### src/rtl/alien_bomb_dropper.sv
// Alien bomb pool: accepts fire requests, drops bombs on a motion tick, detects player hits,
// tracks lives and drives the bomb sprite pixel. Optional macro: ALIEN_BOMB_IFRAME_EN (post-hit grace).
module alien_bomb_dropper #(
    parameter int NUM_BOMBS     = 4,
    parameter int TICK_DIV      = 250000,
    parameter int BOMB_STEP     = 2,
    parameter int SCREEN_BOTTOM = 480,
    parameter int PLAYER_ROW    = 440,
    parameter int START_LIVES   = 3
) (
    input  logic        clk,
    input  logic        rst,
    input  logic [11:0] pixel_row,
    input  logic [11:0] pixel_column,
    input  logic        fire_req,
    input  logic [11:0] fire_row,
    input  logic [11:0] fire_column,
    input  logic [11:0] player_column,
    output logic        fire_ack,
    output logic        bomb_active,
    output logic [3:0]  bomb_output,
    output logic        player_hit,
    output logic [1:0]  lives,
    output logic        game_over
);

    localparam int                CNT_W     = (TICK_DIV > 1) ? $clog2(TICK_DIV) : 1;
    localparam logic [CNT_W-1:0]  TICK_LAST = CNT_W'(TICK_DIV - 1);
    localparam logic [11:0]       STEP      = 12'(BOMB_STEP);
    localparam logic [12:0]       BOTTOM    = 13'(SCREEN_BOTTOM);
    localparam logic [12:0]       P_ROW     = 13'(PLAYER_ROW);

    logic [CNT_W-1:0]     tick_cnt_q, tick_cnt_d;
    logic                 tick;
    logic [NUM_BOMBS-1:0] valid_q, valid_d;
    logic [11:0]          row_q [NUM_BOMBS];
    logic [11:0]          row_d [NUM_BOMBS];
    logic [11:0]          col_q [NUM_BOMBS];
    logic [11:0]          col_d [NUM_BOMBS];
    logic [11:0]          next_row [NUM_BOMBS];
    logic [NUM_BOMBS-1:0] hit_vec, retire_vec, load_sel;
    logic                 free_found;
    logic                 any_hit, counted_hit, grace_idle, ending, accept;
    logic                 fire_ack_q, fire_ack_d;
    logic                 player_hit_q, player_hit_d;
    logic                 game_over_q, game_over_d;
    logic [1:0]           lives_q, lives_d;
    logic                 pix_hit;

    // Bomb box rows r+1..r+4, cols c+1..c+2 against player box rows P+1..P+20, cols pc+1..pc+30.
    function automatic logic overlaps_player(input logic [11:0] r, input logic [11:0] c,
                                             input logic [11:0] pc);
        logic [12:0] r13, c13, pc13;
        r13  = {1'b0, r};
        c13  = {1'b0, c};
        pc13 = {1'b0, pc};
        return (r13 <= P_ROW + 13'd19) && (P_ROW <= r13 + 13'd3) &&
               (c13 <= pc13 + 13'd29) && (pc13 <= c13 + 13'd1);
    endfunction

    always_comb begin
        for (int i = 0; i < NUM_BOMBS; i++) begin
            next_row[i]   = row_q[i] + STEP;
            hit_vec[i]    = valid_q[i] && overlaps_player(next_row[i], col_q[i], player_column);
            retire_vec[i] = valid_q[i] && ({1'b0, next_row[i]} >= BOTTOM);
        end
    end

    always_comb begin
        load_sel   = '0;
        free_found = 1'b0;
        for (int i = 0; i < NUM_BOMBS; i++) begin
            if (!valid_q[i] && !free_found) begin
                load_sel[i] = 1'b1;
                free_found  = 1'b1;
            end
        end
    end

    // Handshake: the requester holds fire_req until fire_ack. A request is accepted when a slot is
    // free at the start of the cycle; fire_ack pulses the cycle after and blocks a second accept
    // while the requester is still dropping fire_req.
    always_comb begin
        tick        = (tick_cnt_q == TICK_LAST);
        tick_cnt_d  = tick ? '0 : tick_cnt_q + CNT_W'(1);
        any_hit     = tick && (|hit_vec) && !game_over_q;
        counted_hit = any_hit && grace_idle;
        ending      = counted_hit && (lives_q == 2'd1);
        accept      = fire_req && !game_over_q && free_found && !fire_ack_q && !ending;

        fire_ack_d   = accept;
        player_hit_d = counted_hit;
        lives_d      = lives_q;
        game_over_d  = game_over_q;
        if (counted_hit) begin
            lives_d = lives_q - 2'd1;
            if (ending) begin
                game_over_d = 1'b1;
            end
        end
    end

    // Collision outranks the bottom retire; both only act on slots valid before this cycle.
    always_comb begin
        valid_d = valid_q;
        for (int i = 0; i < NUM_BOMBS; i++) begin
            row_d[i] = row_q[i];
            col_d[i] = col_q[i];
            if (tick && valid_q[i]) begin
                if (hit_vec[i] || retire_vec[i]) begin
                    valid_d[i] = 1'b0;
                end else begin
                    row_d[i] = next_row[i];
                end
            end
            if (accept && load_sel[i]) begin
                valid_d[i] = 1'b1;
                row_d[i]   = fire_row;
                col_d[i]   = fire_column;
            end
            if (ending) begin
                valid_d[i] = 1'b0;
            end
        end
    end

`ifdef ALIEN_BOMB_IFRAME_EN
    logic [5:0] grace_q, grace_d;

    always_comb begin
        grace_d = grace_q;
        if (counted_hit) begin
            grace_d = 6'd32;
        end else if (tick && (grace_q != 6'd0)) begin
            grace_d = grace_q - 6'd1;
        end
    end

    always_ff @(posedge clk or negedge rst) begin
        if (!rst) begin
            grace_q <= '0;
        end else begin
            grace_q <= grace_d;
        end
    end

    assign grace_idle = (grace_q == 6'd0);
`else
    assign grace_idle = 1'b1;
`endif

    always_ff @(posedge clk or negedge rst) begin
        if (!rst) begin
            tick_cnt_q   <= '0;
            valid_q      <= '0;
            fire_ack_q   <= 1'b0;
            player_hit_q <= 1'b0;
            lives_q      <= 2'(START_LIVES);
            game_over_q  <= 1'b0;
            for (int i = 0; i < NUM_BOMBS; i++) begin
                row_q[i] <= '0;
                col_q[i] <= '0;
            end
        end else begin
            tick_cnt_q   <= tick_cnt_d;
            valid_q      <= valid_d;
            fire_ack_q   <= fire_ack_d;
            player_hit_q <= player_hit_d;
            lives_q      <= lives_d;
            game_over_q  <= game_over_d;
            for (int i = 0; i < NUM_BOMBS; i++) begin
                row_q[i] <= row_d[i];
                col_q[i] <= col_d[i];
            end
        end
    end

    // Sprite test uses 13-bit sums so rows/columns near 4095 do not wrap.
    always_comb begin
        pix_hit = 1'b0;
        for (int i = 0; i < NUM_BOMBS; i++) begin
            if (valid_q[i] &&
                (pixel_row > row_q[i]) && ({1'b0, pixel_row} < {1'b0, row_q[i]} + 13'd5) &&
                (pixel_column > col_q[i]) && ({1'b0, pixel_column} < {1'b0, col_q[i]} + 13'd3)) begin
                pix_hit = 1'b1;
            end
        end
    end

    assign bomb_active = pix_hit;
    assign bomb_output = {4{pix_hit}};
    assign fire_ack    = fire_ack_q;
    assign player_hit  = player_hit_q;
    assign lives       = lives_q;
    assign game_over   = game_over_q;

endmodule

### config.mk
export PLATFORM = sky130hd
export DESIGN_NAME = alien_bomb_dropper
export DESIGN_NICKNAME = d
export VERILOG_FILES = /design/src/rtl/alien_bomb_dropper.sv
export SDC_FILE = /design/constraint.sdc
export NUM_CORES = 1
export LEC_CHECK = 0
export ABC_AREA = 1
export CAP_MARGIN = 15
export CORE_ASPECT_RATIO = 1.4
export CORE_UTILIZATION = 50
export CTS_CLUSTER_DIAMETER = 50
export DETAILED_ROUTE_END_ITERATION = 12
export GPL_TIMING_DRIVEN = 0
export PLACE_DENSITY = 0.72
export SETUP_SLACK_MARGIN = 0.05
export SLEW_MARGIN = 20
export SYNTH_ARGS = -nofsm -noshare
export SYNTH_HDL_FRONTEND = slang
export SYNTH_SLANG_ARGS = --single-unit
export TNS_END_PERCENT = 30
### constraint.sdc
create_clock -name clk -period 6.6 [get_ports clk]
set_input_delay 1.32 -clock clk [delete_from_list [all_inputs] [get_ports clk]]
set_output_delay 1.32 -clock clk [all_outputs]
set_load 0.01 [all_outputs]
==> flow_metrics.tcl <==
set metrics [dict create \
    synth-edff-count 0 \
    p_per_area_nw_per_um2 113 \
    pwr-share-seq_pct 35.5 \
    synth-seq-area-share_pct 18.1 \
    yosysMostFrequentCell "nand2_1" \
    num_antenna_cells 0 \
    ys_ff_latch 123 \
    drive_gt1_share_pct 5.73 \
    gr-total-overflow 0 \
    p_int_mw 1.50 \
    pwr-share-clk_pct 45.6 \
    pwr-share-comb_pct 18.9 \
    drc 0 \
    post-route-period-util_pct 97.4 \
    synth_area_per_cell_sq_um 6.95 \
    placed_cells_incl_taps 2959 \
    finalPower_mw 2.13 \
    dieArea_sq_um 34700 \
    wl_per_cell_um 19.5 \
    initial_core_util_pct 51.0 \
    dp_hpwl_um 46600 \
    hold_buffers 0 \
    die_w_um 158 \
    grt_pass1_wl_um 90000 \
    holdCritPathClass "reg2reg" \
    hold_viol_final 0 \
    clock-sinks 123 \
    grt_pass1_vias 17151 \
    holdWs_ns 0.457 \
    synth.distinct_cells 55 \
    swShare_pct 29.5 \
    gp_congestion 1.03 \
    cts_buffers 17 \
    clock-root-buffer "clkbuf_16" \
    max_freq_mhz 156 \
    syn_nets 2827 \
    core_sq_um 33300 \
    ios 73 \
    globalRouteTotalUtil_pct 34.6 \
    die_y_um 220 \
    yosysWarnings 0 \
    port_buffers 72 \
    fin_crit_ns 6.43 \
    netlist_area_sq_um 17000 \
    peakVddDrop_uv 200 \
    slew_headroom_pct 23.7 \
    final_cells 2991 \
    synthToLayoutAreaGrowth_pct 11.3 \
    setup.worst_path.start_class "primary input" \
    drv_cap 0 \
    critPathCaptureType "output pin" \
    routed_via_density 5.83 \
    drtIter0Drc 1209 \
    tightest_slew_ns 1.14 \
    synth.largest_area_cell "ha_1" \
    crit_fanout 8 \
    antenna_found_initial 0 \
    async_flop_share_pct 100 \
    cts_buffer_depth 2 \
    vias 17427 \
    p_sw_mw 0.626 \
    path_clk_slew_ns 0.05 \
    synth_top_area_share_pct 23.8 \
    num-nets-final 2919 \
    clk_latency_ns 0.44 \
    leakagePower_nw 8.93 \
    ys_top_cells_by_area "ha_1 24%, dfrtp_1 18%, nand2_1 14%, xor2_1 7.1%, inv_1 5.7%" \
    synth_commonest_cells "633 x nand2_1, 323 x ha_1, 256 x inv_1, 187 x nor2_1, 151 x nand3_1" \
    fin_area_sq_um 18900 \
    rsz0062_at_grt "no" \
    setup_violations 0 \
    drt-pass1-iter-count 5 \
    critPathArrivalTime_ns 5.11 \
    post_dp_cell_area_sq_um 18300 \
    fin_skew_ns 0.0151 \
    fin_tns_setup_ns 0 \
    fp-row-count 79 \
    run_status "finished clean" \
    grt_max_degree 87 \
    wirelength_um 58400 \
    synthCells 2441 \
    finalMaxSlewViolations 0 \
    path_class "in2out" \
    cp.required_ns 5.28 \
    synthFlopType "dfrtp_1" \
    cts_tree "yes" \
    htree_levels 4 \
    drt.antenna.violating_nets 0 \
]
path summary, 6_finish.rpt:
path / slack (ns) / end / start / depth (start not counted)
hold / removal: 0.46 / tick_cnt_q[0]$_DFF_PN0_ / tick_cnt_q[0]$_DFF_PN0_ / 1
hold reg to reg: 0.46 / tick_cnt_q[0]$_DFF_PN0_ / tick_cnt_q[0]$_DFF_PN0_ / 1
setup / recovery: 0.17 / bomb_output[1] / pixel_column[4] / 12
max in group asynchronous: 5.06 / row_q[2]$_DFFE_PN0P_ / rst / 2
min in group asynchronous: 0.77 / row_q[0]$_DFFE_PN0P_ / rst / 1
setup reg to reg: 2.69 / col_q[32]$_DFFE_PN0P_ / col_q[2]$_DFFE_PN0P_ / 21
cells in the final DEF, fill, tap and decap left out, drive strengths merged, types with 8 or more instances in the layout:
cell | synthesis | layout
clkdlybuf4s50 | 0 | 66
nand3 | 161 | 161
inv | 272 | 274
o21a | 8 | 8
o221ai | 8 | 8
nand2 | 642 | 642
clkbuf | 12 | 30
clkinv | 4 | 10
xnor2 | 10 | 10
ha | 323 | 323
dfrtp | 121 | 121
buf | 38 | 40
nand4 | 107 | 107
nand3b | 11 | 11
xor2 | 138 | 138
a21oi | 138 | 138
nor2 | 206 | 206
nor3 | 57 | 57
nor4 | 18 | 18
a211oi | 10 | 10
o21ai | 100 | 100
state kept, by name, summed over array words and instances (netlist names):
register,flops
fire_ack,1
valid_q,4
col_q,48
tick_cnt_q,18
game_over,1
row_q,48
lives,2
player_hit,1
what timing repair did:
item	CTS	global route
endpoints found under the setup margin	0	5
setup buffers	0	0
resized for setup	0	6
cell families (layout without fill, tap and decap cells):
family	after synthesis	after routing	synth area share, %
compound gates	307	307	10.3
xor+xnor	148	148	7.64
fa+ha+maj	323	323	23.8
buf+inv	326	431	7.97
flops	123	123	18.1
simple gates	1214	1214	32.2
power by group through the flow:
stage,logic [mW],clock network (mW),registers (mW)
finish,0.402,0.970,0.754
global route,0.447,1.01,0.754
CTS,0.398,0.974,0.754
detailed placement,0.396,0,0.768
global placement,0.377,0,0.768
floorplan,0.204,0,0.768
through the flow:
stage | worst slack [ns] | utilization, %
6_report | 0.172 | 56.7
5_1_grt | 0.0614 | 56.7
4_1_cts | 0.122 | 56.7
3_5_place_dp | 0.141 | 54.9
3_3_place_gp | -0.847 | 54.8
2_1_floorplan | 2.34 | -
worst max-delay path, stage by stage:
cell and delay [ns]:
clkdlybuf4s50_1 0.83, ha_1 0.56, nand4_1 0.10, o221ai_1 0.27, a21oi_1 0.12, o21ai_0 0.17, a21oi_1 0.09, a21oi_1 0.32
nand3b_1 0.24, nand4_1 0.34, buf_4 0.26, clkdlybuf4s50_1 0.47
final cells by class:
cell class / count / area (sq um)
Buffer: 50 / 317
Clock buffer: 18 / 429
Clock inverter: 14 / 171
Fill cell: 3270 / 14400
Inverter: 276 / 1040
Multi-Input combinational cell: 1992 / 12500
Sequential cell: 123 / 3080
Tap cell: 445 / 557
Timing Repair Buffer: 73 / 766
metal layers:
metal | track usage, % | vias to the layer above | wire, um
li1 | - | 8423 | -
met1 | 36.0 | 8179 | 21700
met2 | 62.3 | 614 | 28600
met3 | 5.80 | 211 | 3450
met4 | 24.6 | 0 | 4590
met5 | 0 | - | 0
No activity file was read; power rests on OpenSTA's default activity.
